===== config.mk =====
export PLATFORM = sky130hd
export DESIGN_NAME = addr_amend_fsm
export DESIGN_NICKNAME = d
export VERILOG_FILES = /design/src/rtl/addr_amend_fsm.sv
export SDC_FILE = /design/constraint.sdc
export NUM_CORES = 1
export LEC_CHECK = 0
export CAP_MARGIN = 10
export CORE_UTILIZATION = 46
export DETAILED_ROUTE_END_ITERATION = 8
export PLACE_DENSITY = 0.95
export SLEW_MARGIN = 10
export SYNTH_ARGS = -nofsm -noshare
export SYNTH_HDL_FRONTEND = slang
export SYNTH_SLANG_ARGS = --single-unit

===== constraint.sdc =====
create_clock -name clk -period 2.8 [get_ports clk]
set_clock_uncertainty 0.1 [all_clocks]
set_input_delay 0.28 -clock clk [delete_from_list [all_inputs] [get_ports clk]]
set_output_delay 0.28 -clock clk [all_outputs]
set_load 0.01 [all_outputs]

===== src/rtl/addr_amend_fsm.sv =====
// Amendment sequencer: reads three operand registers, then issues one memory write
// mem[R[A]][R[B]] <= R[C] and parks in DONE until reset.
package addr_amend_pkg;
  localparam int DATA_W = 32;
  localparam int SEL_W  = 3;

  typedef struct packed {
    logic [SEL_W-1:0]  sel;
    logic [DATA_W-1:0] data;
    logic              mode;  // 1 = write, 0 = read
  } reg_in_bus_t;

  typedef struct packed {
    logic [1:0]        mode;  // 00 = read/no-op, 01 = write
    logic [DATA_W-1:0] address;
    logic [DATA_W-1:0] offset;
    logic [DATA_W-1:0] data;
  } mem_in_bus_t;

  typedef enum logic [2:0] {
    RD_A  = 3'd0,
    RD_B  = 3'd1,
    RD_C  = 3'd2,
    WRITE = 3'd3,
    DONE  = 3'd4
  } state_e;
endpackage

module addr_amend_fsm #(
  parameter int DATA_W = addr_amend_pkg::DATA_W,
  parameter int SEL_W  = addr_amend_pkg::SEL_W
) (
  input  logic                        clk,
  input  logic                        reset,
  input  logic [SEL_W-1:0]            regA,
  input  logic [SEL_W-1:0]            regB,
  input  logic [SEL_W-1:0]            regC,
  input  logic [DATA_W-1:0]           reg_data_out,
  input  logic [DATA_W-1:0]           mem_out,
  output addr_amend_pkg::reg_in_bus_t reg_in,
  output addr_amend_pkg::mem_in_bus_t mem_in,
  output logic                        finished
);
  import addr_amend_pkg::state_e;
  import addr_amend_pkg::RD_A;
  import addr_amend_pkg::RD_B;
  import addr_amend_pkg::RD_C;
  import addr_amend_pkg::WRITE;
  import addr_amend_pkg::DONE;

  state_e            state_q, state_d;
  logic [DATA_W-1:0] addr_q, addr_d;
  logic [DATA_W-1:0] off_q, off_d;
  logic [DATA_W-1:0] data_q, data_d;

  // Memory read data has no role in an amendment; folded into a sink so it stays visible.
  logic unused_mem_out;
  assign unused_mem_out = ^mem_out;

  // NOTE: captured operands are reset too, so a write can never carry stale data from an aborted run.
  always_ff @(posedge clk or negedge reset) begin
    if (!reset) begin
      state_q <= RD_A;
      addr_q  <= '0;
      off_q   <= '0;
      data_q  <= '0;
    end else begin
      // NOTE: non-blocking assignments keep every flop sampling pre-edge values.
      state_q <= state_d;
      addr_q  <= addr_d;
      off_q   <= off_d;
      data_q  <= data_d;
    end
  end

  always_comb begin
    // NOTE: every output and next-state value gets a default first, so no path infers a latch.
    state_d  = state_q;
    addr_d   = addr_q;
    off_d    = off_q;
    data_d   = data_q;
    reg_in   = '0;
    mem_in   = '0;
    finished = 1'b0;

    unique case (state_q)
      RD_A: begin
        reg_in.sel = regA;
        addr_d     = reg_data_out;
        state_d    = RD_B;
      end
      RD_B: begin
        reg_in.sel = regB;
        off_d      = reg_data_out;
        state_d    = RD_C;
      end
      RD_C: begin
        reg_in.sel = regC;
        data_d     = reg_data_out;
        state_d    = WRITE;
      end
      WRITE: begin
        mem_in.mode    = 2'b01;
        mem_in.address = addr_q;
        mem_in.offset  = off_q;
        mem_in.data    = data_q;
        state_d        = DONE;
      end
      DONE: begin
        finished = 1'b1;
      end
      default: state_d = RD_A;
    endcase
  end
endmodule


==> results of run 1 <==
==> final cells by class <==
cell class	instances	share of cell area, %
clock inverter	4	1.20
multi-input combinational	248	31.1
clock buffer	10	2.16
timing repair buffer	150	23.9
sequential	99	39.0
tap	133	2.62
==> sequential cells by signal, summed over array words and instances, names as in the netlist <==
signal / flops
state_q: 3
off_q: 32
addr_q: 32
data_q: 32
==> metal layers <==
metal | share of wire [%] | track usage, %
met5 | 0 | 0
met2 | 52 | 33.9
met3 | 6.0 | 4.50
met1 | 41 | 21.8
met4 | 1.3 | 5.96
==> kinds of logic after synthesis <==
logic type      count (synthesis)
simple gates                  111
flops                          99
mux                            96
buf+inv                        57
compound gates                  6
xor+xnor                        1
other cells                     1
==> worst reg2reg max path: cells and delay by family, from the launching register on <==
kind | cells | cell delay, ps
AND/OR/NAND/NOR | 2 | 650
flip-flops | 1 | 550
multiplexers | 1 | 350
buffers and inverters | 1 | 230
==> layout by cell type (no fill, tap or decap), types with 4 or more instances in the layout <==
cell type and instances:
a211oi_1 6, and2_1 96, buf_4 4, clkbuf_8 10, clkdlybuf4s50_1 142, conb_1 34, dfrtp_1 98, mux2_1 9
mux2_2 87
==> what timing repair did <==
| action | in CTS | in global routing |
|---|---|---|
| endpoints found under the hold margin | 51 | 0 |
| hold buffers | 1 | 0 |
| resized for setup | 0 | 1 |
| endpoints found under the setup margin | 0 | 91 |
==> power breakdown <==
part	total (uW)	internal, uW	switching (uW)	leakage [uW]
Combinational	194	107	86.8	0.00134
Sequential	1530	1500	31.3	0.00115
Clock	978	520	458	0.000104
Total	2700	2130	576	0.00259
==> stage by stage <==
step                power (uW)  hold slack, ps  area, um^2
detailed placement        1760             261        6130
floorplan                 1670            -116        4840
CTS                       2740             389        6360
global route              2830             394        6360
global placement          1740             242        6130
finish                    2700             383        6360
==> worst min path at each step <==
stage                                     start                     to  slack, ps  cells after the start
after floorplan                           reset  addr_q[0]$_DFFE_PN0N_       -120                      0
after global placement                    reset  off_q[31]$_DFFE_PN0N_        240                      1
after detailed placement                  reset  off_q[31]$_DFFE_PN0N_        260                      1
after CTS                 data_q[7]$_DFFE_PN0N_  data_q[7]$_DFFE_PN0N_        390                      1
after global routing      data_q[7]$_DFFE_PN0N_  data_q[7]$_DFFE_PN0N_        390                      1
final                     data_q[7]$_DFFE_PN0N_  data_q[7]$_DFFE_PN0N_        380                      1
==> out/metrics.cfg, run 1 <==
[setup_path]
r2r_slack_ps = 790
reg2reg_depth = 4
endpoint = mem_in[3]
cpMaxStageDelayCell = clkdlybuf4s50_1
path_max_fanout = 98
crit_chain = nand2_1, nor2_4, buf_12, and2_1, clkdlybuf4s50_1
crit_path_start_kind = register
crit_cells = 5
endpoint_kind = output pin
max_stage_delay_ps = 540
r2r_end = data_q[12]$_DFFE_PN0N_
reg2reg_from = state_q[2]$_DFFE_PN0N_
cp-startpoint = state_q[0]$_DFFE_PN0N_
crit_type = register to output pin
crit_arrival_ps = 2170
crit_buf_inv = 2
path_delay_family = buffers and inverters
cp.required_ps = 2420

[global_routing]
grt_pass1_wl_um = 15200
grt_max_degree = 99
antenna_found_initial = 0
grt_pass1_vias = 3070
overflow = 0
track_usage_pct = 18.7

[floorplan]
initial_core_util_pct = 47.8
dieWidth_um = 103
fp.coreArea_um2 = 9860
die_y_um = 103
die-area_um2 = 10700
io_pins = 210
fp-row-count = 36

[timing]
rsz0062_at_grt = false
hold_viol = 0
fmax_mhz = 392
finalMaxSlewViolations = 0
tightest_slew_ps = 671
setup_viol = 0
setup_tns_ps = 0
slew_headroom_pct = 55.3
min_period_over_period_pct = 91.2
fin_ws_ps = 246
finalCriticalPeriod_ps = 2550

[synthesis]
synth-adder-area-share_pct = 0
ys_ff_latch = 99
yosys_warnings = 0
synthMuxAreaShare_pct = 22.9
synth_top_cell_by_area = dfrtp_1
synthFlopType = dfrtp_1
synth.distinct_cells = 21
ys_top_cells_by_area = dfrtp_1 52%, mux2_2 21%, and2_1 13%
post-synth-top-count-cell = dfrtp_1
synth_xor_area_share_pct = 0.186
synth-simple-area-share_pct = 14.9
netlist_top_cells_count = 99 x dfrtp_1, 97 x and2_1, 87 x mux2_2
synth_top_area_share_pct = 52.5
synth_compound_area_share_pct = 0.954
synthArstFlopShare_pct = 100
avgSynthCellArea_um2 = 12.7
synth_edf_count = 0
syn_inst = 371
synth_top_family_by_area = multiplexers
syn_area_um2 = 4720
yosysSeqAreaShare_pct = 52.5

[layout]
area_growth_pct = 34.8
insertedDiodeCount = 0
fin_util_pct = 64.5
drive_gt1_share_pct = 22.3
fin_nets = 583
multiInputGateArea_um2 = 1980
layout.filler_cells = 764
regArea_um2 = 2480
instances_no_fill = 644

[cts]
clock_latency_ps = 340
cts.sinks = 99
tritoncts = yes
numCtsBuffers = 9
cts-root-buf = clkbuf_8
h-tree-depth = 3
clkTransAtPathRegs_ps = 90
clock_path_buffers = 2
cts_post_setup_buffers_inserted = 0

[min_path]
hp-class = register to register

[placed_design]
post-place-ws_ps = 470
place_inst = 629
dpl.hpwl_um = 6620
portBuffers = 143
gp_congestion = 0.716

[routing]
wl_per_cell_um = 14.9
drt_first_pass_iters = 4
routed_wl_um = 9570
vias_per_cell = 4.79
via_count = 3085
ant_nets = 0
drc = 0
drtIter0Drc = 54

[outcome]
status = complete, no violations

[job]
cap_violations = 0

[power]
power_density_nw_per_um2 = 425
vdd_drop_max_uv = 312
leakage_uw = 0.00259

(Power assumes the default switching activity.)
==> inputs of run 2 (changes only) <==
--- a/config.mk
+++ b/config.mk
@@ -6,9 +6,10 @@
 export NUM_CORES = 1
 export LEC_CHECK = 0
 export CAP_MARGIN = 10
+export CORE_ASPECT_RATIO = 1.4
 export CORE_UTILIZATION = 46
 export DETAILED_ROUTE_END_ITERATION = 8
-export PLACE_DENSITY = 0.95
+export PLACE_DENSITY = 0.87
 export SLEW_MARGIN = 10
 export SYNTH_ARGS = -nofsm -noshare
 export SYNTH_HDL_FRONTEND = slang
==> out/metrics.cfg, run 2 (synthesis results as in run 1) <==
[timing]
finalMaxSlewViolations = 0  ; unchanged
min_period_over_period_pct = 92.2  ; +1.0 points
fmax_mhz = 387  ; -1.1%
tightest_slew_ps = 648  ; -22.6 ps
rsz0062_at_grt = false
slew_headroom_pct = 56.8  ; +1.5 points
hold_viol = 0  ; unchanged
setup_viol = 0  ; unchanged
finalCriticalPeriod_ps = 2580  ; +28.6 ps
setup_tns_ps = 0  ; unchanged

[power]
power_density_nw_per_um2 = 482  ; +13%
vdd_drop_max_uv = 347  ; +11%
leakage_uw = 0.00267  ; +3.1%
fin_total_pwr_uw = 3140  ; +16%

[layout]
regArea_um2 = 2480  ; unchanged
final_common_cell = clkdlybuf4s50_1
final_area_um2 = 6510  ; +2.3%
multiInputGateArea_um2 = 1980  ; unchanged
layout.filler_cells = 762  ; -0.26%
layout_common_cells = 142 x clkdlybuf4s50_1, 98 x dfrtp_1, 96 x and2_1
area_growth_pct = 37.9
fin_nets = 586  ; +0.51%
drive_gt1_share_pct = 23.1  ; +0.75 points
insertedDiodeCount = 0  ; unchanged
instances_no_fill = 651  ; +1.1%
reg_top3 = addr_q (32), data_q (32), off_q (32)

[global_routing]
overflow = 0  ; unchanged
grt_pass1_wl_um = 16300  ; +7.2%
antenna_found_initial = 0  ; unchanged
grt_pass1_vias = 3314  ; +7.9%
grt_max_degree = 52  ; -47%
track_usage_pct = 20.3  ; +1.6 points

[setup_path]
crit_arrival_ps = 2200  ; +30 ps
reg2reg_depth = 4  ; unchanged
cp.required_ps = 2420  ; about the same
crit_path_start_kind = register
r2r_end = data_q[20]$_DFFE_PN0N_
path_max_fanout = 48  ; -51%
crit_type = register to output pin
endpoint_kind = output pin
r2r_slack_ps = 850  ; +60 ps
reg2reg_from = state_q[2]$_DFFE_PN0N_

[routing]
via_count = 3124  ; +1.3%
ant_nets = 0  ; unchanged
wl_per_cell_um = 15.3  ; +2.8%
vias_per_cell = 4.80  ; +0.18%
routed_wl_um = 9950  ; +4.0%
drt_first_pass_iters = 4  ; unchanged
drtIter0Drc = 77  ; +43%
drc = 0  ; unchanged

[placed_design]
dpl.hpwl_um = 7150  ; +8.1%
place_area_um2 = 6150  ; +0.20%
gp_congestion = 0.724  ; +1.1%
portBuffers = 143  ; unchanged
place_inst = 634  ; +0.79%

[cts]
tritoncts = yes
numCtsBuffers = 9  ; unchanged
h-tree-depth = 3  ; unchanged
cts-root-buf = clkbuf_16
cts.sinks = 99  ; unchanged
clock_path_buffers = 2  ; unchanged
clkTransAtPathRegs_ps = 70  ; -20 ps
clock_latency_ps = 340  ; about the same

[min_path]
min_to = addr_q[31]$_DFFE_PN0N_
hp-start = addr_q[31]$_DFFE_PN0N_
hold_depth = 1  ; unchanged
hp-class = register to register

[floorplan]
io_pins = 210  ; unchanged
initial_core_util_pct = 47.4  ; -0.43 points
fp.coreArea_um2 = 9950  ; +0.90%
die_y_um = 122  ; +18%
fp-row-count = 43  ; +19%
die-area_um2 = 10700  ; about the same
dieWidth_um = 87.6  ; -15%

[outcome]
status = complete, no violations

[job]
cap_violations = 0  ; unchanged

-- run 2: report_power, final --
part,total [uW],switching [uW],leakage (uW),internal (uW)
clock,1410,532,0.000170,880
sequential,1530,30.0,0.00115,1500
combinational,194,86.3,0.00135,107
-- run 2: cell type report --
class / instances / share of cell area [%]
flip-flops and latches: 99 / 38.1
multi-input cells: 248 / 30.4
repair buffers: 153 / 23.5
clock buffers: 9 / 3.46
well taps: 135 / 2.60
clock inverters: 7 / 1.92
-- run 2: metal layers --
metal	track usage, %	vias up	share of wire, %
met5	0	-	0
met4	12.1	0	4.9
met3	3.79	32	3.9
met2	35.5	125	53
met1	22.6	1517	38
li1	-	1450	-
-- run 2: worst max path at each step --
stage,cells past startpoint,to,slack [ps],startpoint
after floorplan,5,mem_in[67],1200,state_q[2]$_DFFE_PN0N_
after global placement,5,mem_in[42],470,state_q[0]$_DFFE_PN0N_
after detailed placement,5,mem_in[24],430,state_q[0]$_DFFE_PN0N_
after global routing,5,mem_in[21],110,state_q[0]$_DFFE_PN0N_
final,5,mem_in[85],220,state_q[0]$_DFFE_PN0N_
after CTS,5,mem_in[85],50,state_q[0]$_DFFE_PN0N_
-- run 2: per-stage QoR --
stage | worst slack (ps) | utilization [%] | hold slack, ps
6_report | 217 | 65.4 | 384
5_1_grt | 108 | 65.4 | 406
2_1_floorplan | 1200 | - | -116
4_1_cts | 53.8 | 65.4 | 386
3_5_place_dp | 434 | 61.8 | 248
3_3_place_gp | 473 | 61.8 | 233
-- run 2: worst max-delay path, cell delays in order (launching register included) --
cell	delay [ps]
dfrtp_2	500
nand2_1	130
nor2_4	100
buf_4	350
and2_1	190
clkdlybuf4s50_1	580
-- run 2: what timing repair did --
item | 4_1_cts | 5_1_grt
resized for setup | 0 | 1
hold buffers | 1 | 0
setup buffers | 0 | 0
endpoints found under the setup margin | 0 | 70
hold endpoints to repair | 48 | 0
